## config.mk

```make
export PLATFORM = sky130hd
export DESIGN_NAME = core_ex_bj_redirect_ctrl
export DESIGN_NICKNAME = d
export VERILOG_FILES = /design/src/rtl/core_ex_bj_redirect_ctrl.sv
export SDC_FILE = /design/constraint.sdc
export NUM_CORES = 1
export LEC_CHECK = 0
export CORE_ASPECT_RATIO = 0.5
export CORE_MARGIN = 1.5
export CORE_UTILIZATION = 45
export DETAILED_ROUTE_END_ITERATION = 10
export PLACE_DENSITY = 0.74
export SYNTH_ARGS = -nofsm -noshare
export SYNTH_HDL_FRONTEND = slang
export SYNTH_SLANG_ARGS = --single-unit
```

## constraint.sdc

```tcl
create_clock -name clk -period 3.9 [get_ports clk]
set_input_delay 0.78 -clock clk [delete_from_list [all_inputs] [get_ports clk]]
set_output_delay 0.78 -clock clk [all_outputs]
set_load 0.03 [all_outputs]
```

## src/rtl/core_ex_bj_redirect_ctrl.sv

```systemverilog
// EX-stage branch/jump redirect sequencer: qualifies taken events, drives the IFU
// redirect handshake, flushes IF/ID and drops wrong-path fetch responses.
module core_ex_bj_redirect_ctrl #(
  parameter int PC_WIDTH  = 32,
  parameter int OUTST_MAX = 4,
  parameter int OUTST_W   = 3
) (
  input  logic                clk,
  input  logic                rst,
  input  logic                ex_valid,
  input  logic                ex_bj,
  input  logic                branch_jump,
  input  logic [PC_WIDTH-1:0] bj_pc,
  output logic                redir_valid,
  input  logic                redir_ready,
  output logic [PC_WIDTH-1:0] redir_pc,
  output logic                flush_if_id,
  input  logic                ifu_req_fire,
  input  logic                ifu_rsp_valid,
  output logic                ifu_rsp_drop,
  output logic                misalign_exc,
  output logic [PC_WIDTH-1:0] misalign_addr,
  output logic [31:0]         bj_cnt,
  output logic [31:0]         taken_cnt
);

  typedef enum logic [1:0] {
    IDLE  = 2'd0,
    REQ   = 2'd1,
    DRAIN = 2'd2
  } state_e;

  localparam logic [OUTST_W-1:0] OUTST_LIM = OUTST_W'(OUTST_MAX);
  localparam logic [OUTST_W-1:0] ONE       = OUTST_W'(1);

  state_e                state_q, state_d;
  logic [PC_WIDTH-1:0]   redir_pc_q, redir_pc_d;
  logic [OUTST_W-1:0]    outst_q, outst_d;
  logic [OUTST_W-1:0]    kill_q, kill_d;
  logic                  exc_q, exc_d;
  logic [PC_WIDTH-1:0]   exc_addr_q, exc_addr_d;
  logic [31:0]           bj_cnt_q, bj_cnt_d;
  logic [31:0]           taken_cnt_q, taken_cnt_d;

  logic                  ev_e, ev_t, ev_m;
  logic [OUTST_W-1:0]    outst_next;

  // EX events are only honoured in IDLE; anything seen in REQ/DRAIN is wrong-path.
  assign ev_e = ex_valid & ex_bj & (state_q == IDLE);
  assign ev_t = ev_e & branch_jump;
  assign ev_m = ev_t & (bj_pc[1:0] != 2'b00);

  // Dropped responses still retire an outstanding request.
  assign outst_next = outst_q + OUTST_W'(ifu_req_fire) - OUTST_W'(ifu_rsp_valid);

  always_comb begin
    state_d     = state_q;
    redir_pc_d  = redir_pc_q;
    outst_d     = outst_next;
    kill_d      = kill_q;
    exc_d       = 1'b0;
    exc_addr_d  = exc_addr_q;
    bj_cnt_d    = bj_cnt_q;
    taken_cnt_d = taken_cnt_q;
    flush_if_id  = 1'b0;
    ifu_rsp_drop = 1'b0;

    unique case (state_q)
      IDLE: begin
        if (ev_e) begin
          bj_cnt_d = bj_cnt_q + 32'd1;
        end
        if (ev_m) begin
          exc_d      = 1'b1;
          exc_addr_d = bj_pc;
        end else if (ev_t) begin
          taken_cnt_d = taken_cnt_q + 32'd1;
          flush_if_id = 1'b1;
          redir_pc_d  = bj_pc;
          state_d     = REQ;
        end
      end
      REQ: begin
        flush_if_id  = 1'b1;
        ifu_rsp_drop = ifu_rsp_valid;
        if (redir_ready) begin
          // A request issued in the handshake cycle is still old-path and gets killed.
          kill_d  = outst_next;
          state_d = (outst_next != '0) ? DRAIN : IDLE;
        end
      end
      DRAIN: begin
        ifu_rsp_drop = ifu_rsp_valid;
        if (ifu_rsp_valid) begin
          kill_d = kill_q - ONE;
          if (kill_q == ONE) begin
            state_d = IDLE;
          end
        end
      end
      default: begin
        state_d = IDLE;
      end
    endcase
  end

  always_ff @(posedge clk) begin
    if (rst) begin
      state_q     <= IDLE;
      redir_pc_q  <= '0;
      outst_q     <= '0;
      kill_q      <= '0;
      exc_q       <= 1'b0;
      exc_addr_q  <= '0;
      bj_cnt_q    <= '0;
      taken_cnt_q <= '0;
    end else begin
      state_q     <= state_d;
      redir_pc_q  <= redir_pc_d;
      outst_q     <= outst_d;
      kill_q      <= kill_d;
      exc_q       <= exc_d;
      exc_addr_q  <= exc_addr_d;
      bj_cnt_q    <= bj_cnt_d;
      taken_cnt_q <= taken_cnt_d;
    end
  end

  assign redir_valid   = (state_q == REQ);
  assign redir_pc      = redir_pc_q;
  assign misalign_exc  = exc_q;
  assign misalign_addr = exc_addr_q;
  assign bj_cnt        = bj_cnt_q;
  assign taken_cnt     = taken_cnt_q;

  // The IFU must never exceed its outstanding-request budget.
  a_outst_limit: assert property (@(posedge clk) disable iff (rst) outst_q <= OUTST_LIM);

endmodule

```

* Yosys cells after proc, flatten, opt, wreduce, memory -nomap -nowiden
Index checks and enable logic that the tools add are counted.
** Cells by class
- $add $sub $neg :: 5
- Equal/unequal tests :: 8
- Multiplexer cells :: 15
- Bitwise logic cells :: 6
- Reduce and logical (&&, ||, !) cells :: 11
** Operators with widths (number)
- $add 32x1->32 const B :: 2
- $mux 2 :: 6
- $ne 2x2->1 const B :: 4
- $mux 3 :: 2
- $pmux 2 s3 :: 1
- $pmux 3 s2 :: 1
- $reduce_and 3->1 :: 2
- $reduce_and 5->1 :: 1
- $and 1x1->1 :: 4
- $mux 1 :: 4
- $reduce_and 2->1 :: 2
- $reduce_bool 2->1 :: 2
- $reduce_or 2->1 :: 2
- $add 3x1->3 :: 1
- $eq 3x1->1 const B :: 1
- $reduce_bool 3->1 :: 1
- $sub 3x1->3 :: 1
- $sub 3x1->3 const B :: 1
- $eq 2x1->1 const B :: 1
- $eq 2x2->1 const B :: 1
- $logic_not 2->1 :: 1
- $ne 2x1->1 const B :: 1
- $not 1->1 :: 2
- $pmux 1 s2 :: 1
** Word-level totals
- Flip-flop bits (word level) :: 137
- Input bits :: 40
- Output and inout bits :: 132
- Word-level logic and storage cells :: 53

* Logic depth before layout (Yosys ltp)
Gate-level depths: netlist of the first run.
- Depth in word-level cells :: 6
- Gate-level depth with buffers :: 10

* Worst setup path before layout of the first run
Ideal clock, no wire load.
- Path kind :: input to output
- From :: in branch_jump
- To :: out flush_if_id
- Arrival time :: 2.005 ns
- Required time :: 3.120 ns
- Setup slack :: 1.115 ns
- Stages :: 6
- Cells stage by stage :: and4_1 clkbuf_1 clkbuf_1 nand2_1 clkbuf_1 nand2_1
** Between the ends
- Longest elaborated chain between the ends :: 4
** Ends and longest elaborated chain
- from (decl) :: RTL line 12 : input logic branch_jump,
- $and 1x1->1 (*) :: RTL line 50 : assign ev_t = ev_e & branch_jump;
- $mux 1 / $and 1x1->1 (equally long branches) :: RTL line 76, 51
- $mux 1 (*) :: RTL line 73 : if (ev_m) begin
- $pmux 1 s2 (*) :: RTL line 68 : unique case (state_q)
- to (decl) :: RTL line 17 : output logic flush_if_id,
Every way passes the cells marked *; elsewhere a longest branch is shown, timed or not.

* Worst setup path after layout of the first run
- From :: in ex_valid
- To :: out flush_if_id
** Between the ends
- Longest elaborated chain between the ends :: 6
** Ends and longest elaborated chain
- from (decl) :: RTL line 10 : input logic ex_valid,
- $and 1x1->1 (*) (2 in a row) :: RTL line 49 : assign ev_e = ex_valid & ex_bj & (state_q == IDLE);
- $and 1x1->1 (*) :: RTL line 50
- $mux 1 / $and 1x1->1 (equally long branches) :: RTL line 76, 51
- $mux 1 (*) :: RTL line 73
- $pmux 1 s2 (*) :: RTL line 68
Marked as above.

==> flow_metrics.tcl, run 1 <==
set metrics [dict create \
    synthArstFlopShare 0 \
    reg2reg_depth 6 \
    grt_max_degree 85 \
    yosys.area.top_type "dfxtp_1" \
    grt_overflow 0 \
    netlist.area_leader.share 0.472 \
    ir_drop_v 0.000201 \
    drc_errors 0 \
    fin_setup_tns_ns 0 \
    wl_met2_um 7410 \
    drtIter0Drc 458 \
    worstHoldStart "redir_pc[31]" \
    critPathTopFamily "simple AND/OR/NAND/NOR gates" \
    path_buf_inv 2 \
    start_kind "primary input" \
    die-area_um2 13700 \
    dp.cells 1009 \
    outcome "complete, no violations" \
    power.leakage_nw 2.70 \
    die_w_um 164 \
    synth_commonest_cells "nand2_1, dfxtp_1, a21oi_1" \
    final_hold_viol_count 0 \
    synth_cell_types 43 \
    switching_share 0.237 \
    highest_layer "met4" \
    clock-sinks 137 \
    synth_edf_count 0 \
    wl_met1_um 7220 \
    synth_nets 753 \
    tightest_slew_ns 0.888 \
    viasPerCell 5.44 \
    drv_cap 0 \
    syn_inst 703 \
    cts_tree "yes" \
    fin_crit_ns 3.05 \
    firstDrtPassIters 5 \
    hold_path_depth 2 \
    slew_violations 0 \
    cpMaxStageDelayCell "and4_1" \
    diodes 0 \
    rsz0062_at_grt "false" \
    cts_buffer_depth 2 \
    crit_top_cell "nand2_1" \
    clock_power_share 0.481 \
    p_comb_frac 0.076 \
    io_pins 172 \
    grt_use_total 0.237 \
    stdcell_count 1041 \
    avgRoutedWirePerCell_um 15.1 \
    power_frac_seq 0.443 \
    cp.arrival_ns 2.27 \
    vias 5663 \
    coreArea_um2 12600 \
    antenna_found_initial 0 \
    crit_fanout 14 \
    insertion_delay_ns 0.41 \
    max_freq_mhz 327 \
    cp.required_ns 3.12 \
    routed_wl_um 15700 \
    post_synth.cell_area_avg_um2 8.27 \
    gp_congestion 0.876 \
    synth_area_leaders "dfxtp_1, nand2_1, a21oi_1" \
    clk_pin_slew_worst_paths_ns 0.05 \
    port_buffers 171 \
    nets 908 \
    rows 29 \
    cts_buffers 17 \
    yosys_warnings 0 \
    cts-root-buf "clkbuf_16" \
    r2r_setup_slack_ns 1.52 \
    drive_gt1_frac 0.0563 \
    syn2layout_area_growth_pct 41.3 \
    end_kind "primary output" \
    ys.flop_type "dfxtp_1" \
    grt_pass1_vias 5214 \
    cellPowerDensity_nw_per_um2 396 \
    grt_pass1_wl_um 25900 \
    crit_cells 5 \
    hold_path.class "reg2reg" \
    timing.rr.start "state_q[0]" \
    holdPathEnd "redir_pc[31]" \
    synth_seq_area_share 0.472 \
    postCtsSetupRepairBufs 0 \
    detail-route-antenna-nets 0 \
    htreeDepth 4 \
    yosysMostFrequentCell "nand2_1" \
    r2r_end "taken_cnt[23]" \
    cts-resized-gates 0 \
    p_total_mw 3.26 \
    synth_area_um2 5810 \
    hold_buffers 0 \
    fillerInstances 1086 \
    relSlewSlack 0.408 \
    setup_viol 0 \
    yosys_register_bits 137 \
    hpwl_um 10500 \
    die_y_um 83.4 \
    dr_wl_met3_um 667 \
    initial_core_util 0.460 \
    fin_skew_ns 0.0112 \
    p_switching_mw 0.770 \
    cp_cell_sequence "clkdlybuf4s50_1 > and4_1 > nand2_1 > nand2_1 > buf_4" \
    crit_path_max_incr_delay_ns 0.55 \
    setup.worst_path.class "in2out" \
    finalCritPeriodShare 0.783 \
    holdWs_ns 0.452 \
    p_int_mw 2.49 \
]
area by class of cell:
class / count / area (um2) / share of cell area
well taps: 170 / 213 / 0.0259
flip-flops and latches: 137 / 2740 / 0.334
repair buffers: 179 / 1770 / 0.215
clock buffers: 18 / 429 / 0.0522
inverters: 16 / 60.1 / 0.00731
clock inverters: 14 / 150 / 0.0183
multi-input cells: 507 / 2850 / 0.347
state kept, by name, indices dropped and copies added, names as in the netlist:
name / flops
state_q: 2
outst_q: 3
kill_q: 3
bj_cnt: 32
misalign_addr: 32
redir_pc: 32
taken_cnt: 32
misalign_exc: 1
cells in the final DEF (no fill, tap or decap), drive strengths merged, types with 2 or more instances in the layout:
master,count
clkdlybuf4s50,169
nand2,151
dfxtp,137
a21oi,108
or4,32
o31ai,30
nor2,29
nand4,28
clkbuf,18
inv,18
nand3,17
o21ai,15
xor2,12
and4,11
or3,11
buf,10
and2,9
ha,9
and3,8
clkinv,7
xnor2,4
mux2i,4
mux2,4
nor4,3
nor2b,3
clkinvlp,3
nand2b,2
nor3b,2
bufinv,2
metal layers:
layer  global-route usage  up-vias
li1                     -     2812
met1                0.312     2682
met2                0.383      134
met3               0.0410       35
met4                0.100        0
met5                    0        -
through the flow:
step                      setup WS (ns)   util  cell area, um2
after floorplan                    1.11      -            5810
after global placement            0.888  0.605            7630
after detailed placement          0.856  0.605            7630
after CTS                         0.862  0.651            8210
after global routing              0.724  0.651            8210
final                             0.846  0.651            8210
logic make-up after synthesis:
| family | Yosys count | share of synthesized area |
|---|---|---|
| AOI/OAI and AO/OA | 160 | 0.155 |
| xor gates and xnor gates | 17 | 0.0280 |
| adders and majority gates | 10 | 0.0228 |
| buffers and inverters | 59 | 0.0385 |
| DFF | 137 | 0.472 |
| muxes | 8 | 0.0146 |
| and+or+nand+nor | 312 | 0.270 |
worst max-delay path by stage:
stage | endpoint | startpoint | slack, ns
2_1_floorplan | flush_if_id | branch_jump | 1.11
3_3_place_gp | flush_if_id | ex_valid | 0.89
3_5_place_dp | taken_cnt[31] | bj_pc[0] | 0.86
4_1_cts | flush_if_id | ex_valid | 0.86
5_1_grt | flush_if_id | ex_valid | 0.72
6_report | flush_if_id | ex_valid | 0.85
power groups by stage:
| stage | sequential, mW | clock, mW | combinational (mW) |
|---|---|---|---|
| global route | 1.44 | 1.66 | 0.271 |
| detailed placement | 1.47 | 0 | 0.249 |
| CTS | 1.44 | 1.59 | 0.250 |
| global placement | 1.47 | 0 | 0.246 |
| floorplan | 1.50 | 0 | 0.114 |
| finish | 1.44 | 1.57 | 0.249 |
worst min-delay path, stage by stage (launching register included):
cell and delay (ns):
dfxtp_1 0.30, nand2_1 0.05, a21oi_1 0.05
No activity file was read; power rests on OpenSTA's default activity.
==> run 2: changes to the inputs <==
--- a/config.mk
+++ b/config.mk
@@ -7,7 +7,7 @@
 export LEC_CHECK = 0
 export CORE_ASPECT_RATIO = 0.5
 export CORE_MARGIN = 1.5
-export CORE_UTILIZATION = 45
+export CORE_UTILIZATION = 43
 export DETAILED_ROUTE_END_ITERATION = 10
 export PLACE_DENSITY = 0.74
 export SYNTH_ARGS = -nofsm -noshare
==> constraint.sdc (replaced) <==
create_clock -name clk -period 2.8 [get_ports clk]
set_input_delay 0.56 -clock clk [delete_from_list [all_inputs] [get_ports clk]]
set_output_delay 0.56 -clock clk [all_outputs]
set_load 0.03 [all_outputs]
==> run 2 against run 1 <==
  * Combinational power up 41%
  * Global-route usage down 1.6 points
  * Clock-buffer cell count up 1
  * Sequential power up 40%
  * Total power up 43%
  * Hold slack about the same
  * Routed wire length up 0.62%
  * Cell area up 1.6%
  * Non-clock buffer count up 11
  * First-iteration DRC count down 11%
  * Flip-flop and latch count unchanged
==> flow_metrics.tcl, run 2 (synthesis gave the netlist of run 1 again) <==
set metrics [dict create \
    cts_buffer_depth 2 \
    endpoint "ifu_rsp_drop" \
    initial_core_util 0.450 \
    reg2reg_depth 6 \
    ir_drop_v 0.000335 \
    pre_cts_slack_ns 0.0882 \
    drive_gt1_frac 0.0680 \
    critPathLaunch "state_q[0]" \
    drv_cap 0 \
    viasPerCell 5.37 \
    gp_congestion 0.784 \
    syn2layout_area_growth_pct 43.5 \
    setup.worst_path.class "reg2out" \
    slew_violations 0 \
    cp.required_ns 2.24 \
    grt_overflow 0 \
    grt_use_total 0.221 \
    hold_buffers 0 \
    detail-route-antenna-nets 0 \
    port_buffers 171 \
    grt_pass1_vias 5093 \
    layout_commonest_cell "clkdlybuf4s50_1" \
    diodes 0 \
    max_freq_mhz 406 \
    most-common-layout-cells "clkdlybuf4s50_1, nand2_1, dfxtp_1" \
    rsz0062_at_grt "false" \
    start_kind "register" \
    drtIter0Drc 406 \
    cp.arrival_ns 1.90 \
    htreeDepth 4 \
    setup_viol 0 \
    cts-resized-gates 0 \
    timing.rr.start "state_q[0]" \
    cts_buffers 17 \
    fin_crit_ns 2.46 \
    tightest_slew_ns 0.603 \
    clock-sinks 137 \
    routed_wl_um 15800 \
    fin_skew_ns 0.00812 \
    vias 5652 \
    crit_fanout 3 \
    grt_max_degree 60 \
    coreArea_um2 12900 \
    drc_errors 0 \
    postCtsSetupRepairBufs 0 \
    r2r_setup_slack_ns 0.55 \
    end_kind "primary output" \
    firstDrtPassIters 4 \
    die-area_um2 14300 \
    worstHoldStart "misalign_addr[5]" \
    cts-root-buf "clkbuf_16" \
    cellPowerDensity_nw_per_um2 559 \
    finalCritPeriodShare 0.879 \
    die_y_um 85.2 \
    relSlewSlack 0.598 \
    clk_pin_slew_worst_paths_ns 0.06 \
    hold_path.class "reg2reg" \
    cts_tree "yes" \
    avgRoutedWirePerCell_um 15.0 \
    fin_setup_tns_ns 0 \
    outcome "complete, no violations" \
    rows 29 \
    power.leakage_nw 2.77 \
    grt_pass1_wl_um 25500 \
    die_w_um 167 \
    hpwl_um 11000 \
    fin_ws_ns 0.338 \
    r2r_end "taken_cnt[31]" \
    insertion_delay_ns 0.41 \
    antenna_found_initial 0 \
    final_hold_viol_count 0 \
    io_pins 172 \
    nets 919 \
]
## run 2: cell count changes in the layout (fill, tap and decap cells not counted)
cell | previous run | this run
clkbuf_8 | 0 | 1
buf_4 | 10 | 20
buf_12 | 0 | 1
clkinv_2 | 3 | 1
bufinv_16 | 2 | 3
## run 2: area by class of cell
| class | count | area (um2) |
|---|---|---|
| inverter | 16 | 60.1 |
| sequential | 137 | 2740 |
| clock inverter | 13 | 170 |
| timing repair buffer | 190 | 1860 |
| fill | 1094 | 4570 |
| multi-input combinational | 507 | 2850 |
| clock buffer | 19 | 443 |
| tap | 170 | 213 |
## run 2: where the power goes
group	switching, mW	total [mW]	internal (mW)
Clock	0.867	2.30	1.43
Sequential	0.0205	2.01	1.99
Combinational	0.186	0.352	0.166
Total	1.07	4.66	3.59
## run 2: through the flow
| step | area [um2] | hold slack (ns) | std cells | power (mW) | util |
|---|---|---|---|---|---|
| 2_1_floorplan | 5810 | 0.462 | 703 | 2.25 | - |
| 3_3_place_gp | 7730 | 0.441 | 1020 | 2.40 | 0.598 |
| 3_5_place_dp | 7730 | 0.446 | 1020 | 2.40 | 0.598 |
| 4_1_cts | 8340 | 0.454 | 1052 | 4.70 | 0.646 |
| 5_1_grt | 8340 | 0.470 | 1052 | 4.84 | 0.646 |
| 6_report | 8340 | 0.452 | 1052 | 4.66 | 0.646 |
## run 2: routing by layer
metal | GRT usage | part of all wire
met5 | 0 | 0
met4 | 0.0713 | 0.015
met3 | 0.0462 | 0.044
met2 | 0.363 | 0.48
met1 | 0.293 | 0.46
## run 2: how the worst min path moves through the flow
stage / cells past startpoint / endpoint / slack [ns]
4_1_cts: 2 / misalign_addr[22] / 0.45
3_5_place_dp: 2 / misalign_addr[22] / 0.45
5_1_grt: 2 / misalign_addr[11] / 0.47
6_report: 2 / misalign_addr[5] / 0.45
2_1_floorplan: 2 / kill_q[2] / 0.46
3_3_place_gp: 2 / misalign_addr[22] / 0.44
## run 2: critical path, stage by stage (launching register included)
cell             delay (ns)
dfxtp_1                0.36
inv_1                  0.07
ha_1                   0.28
and2_1                 0.11
clkdlybuf4s50_1        0.68
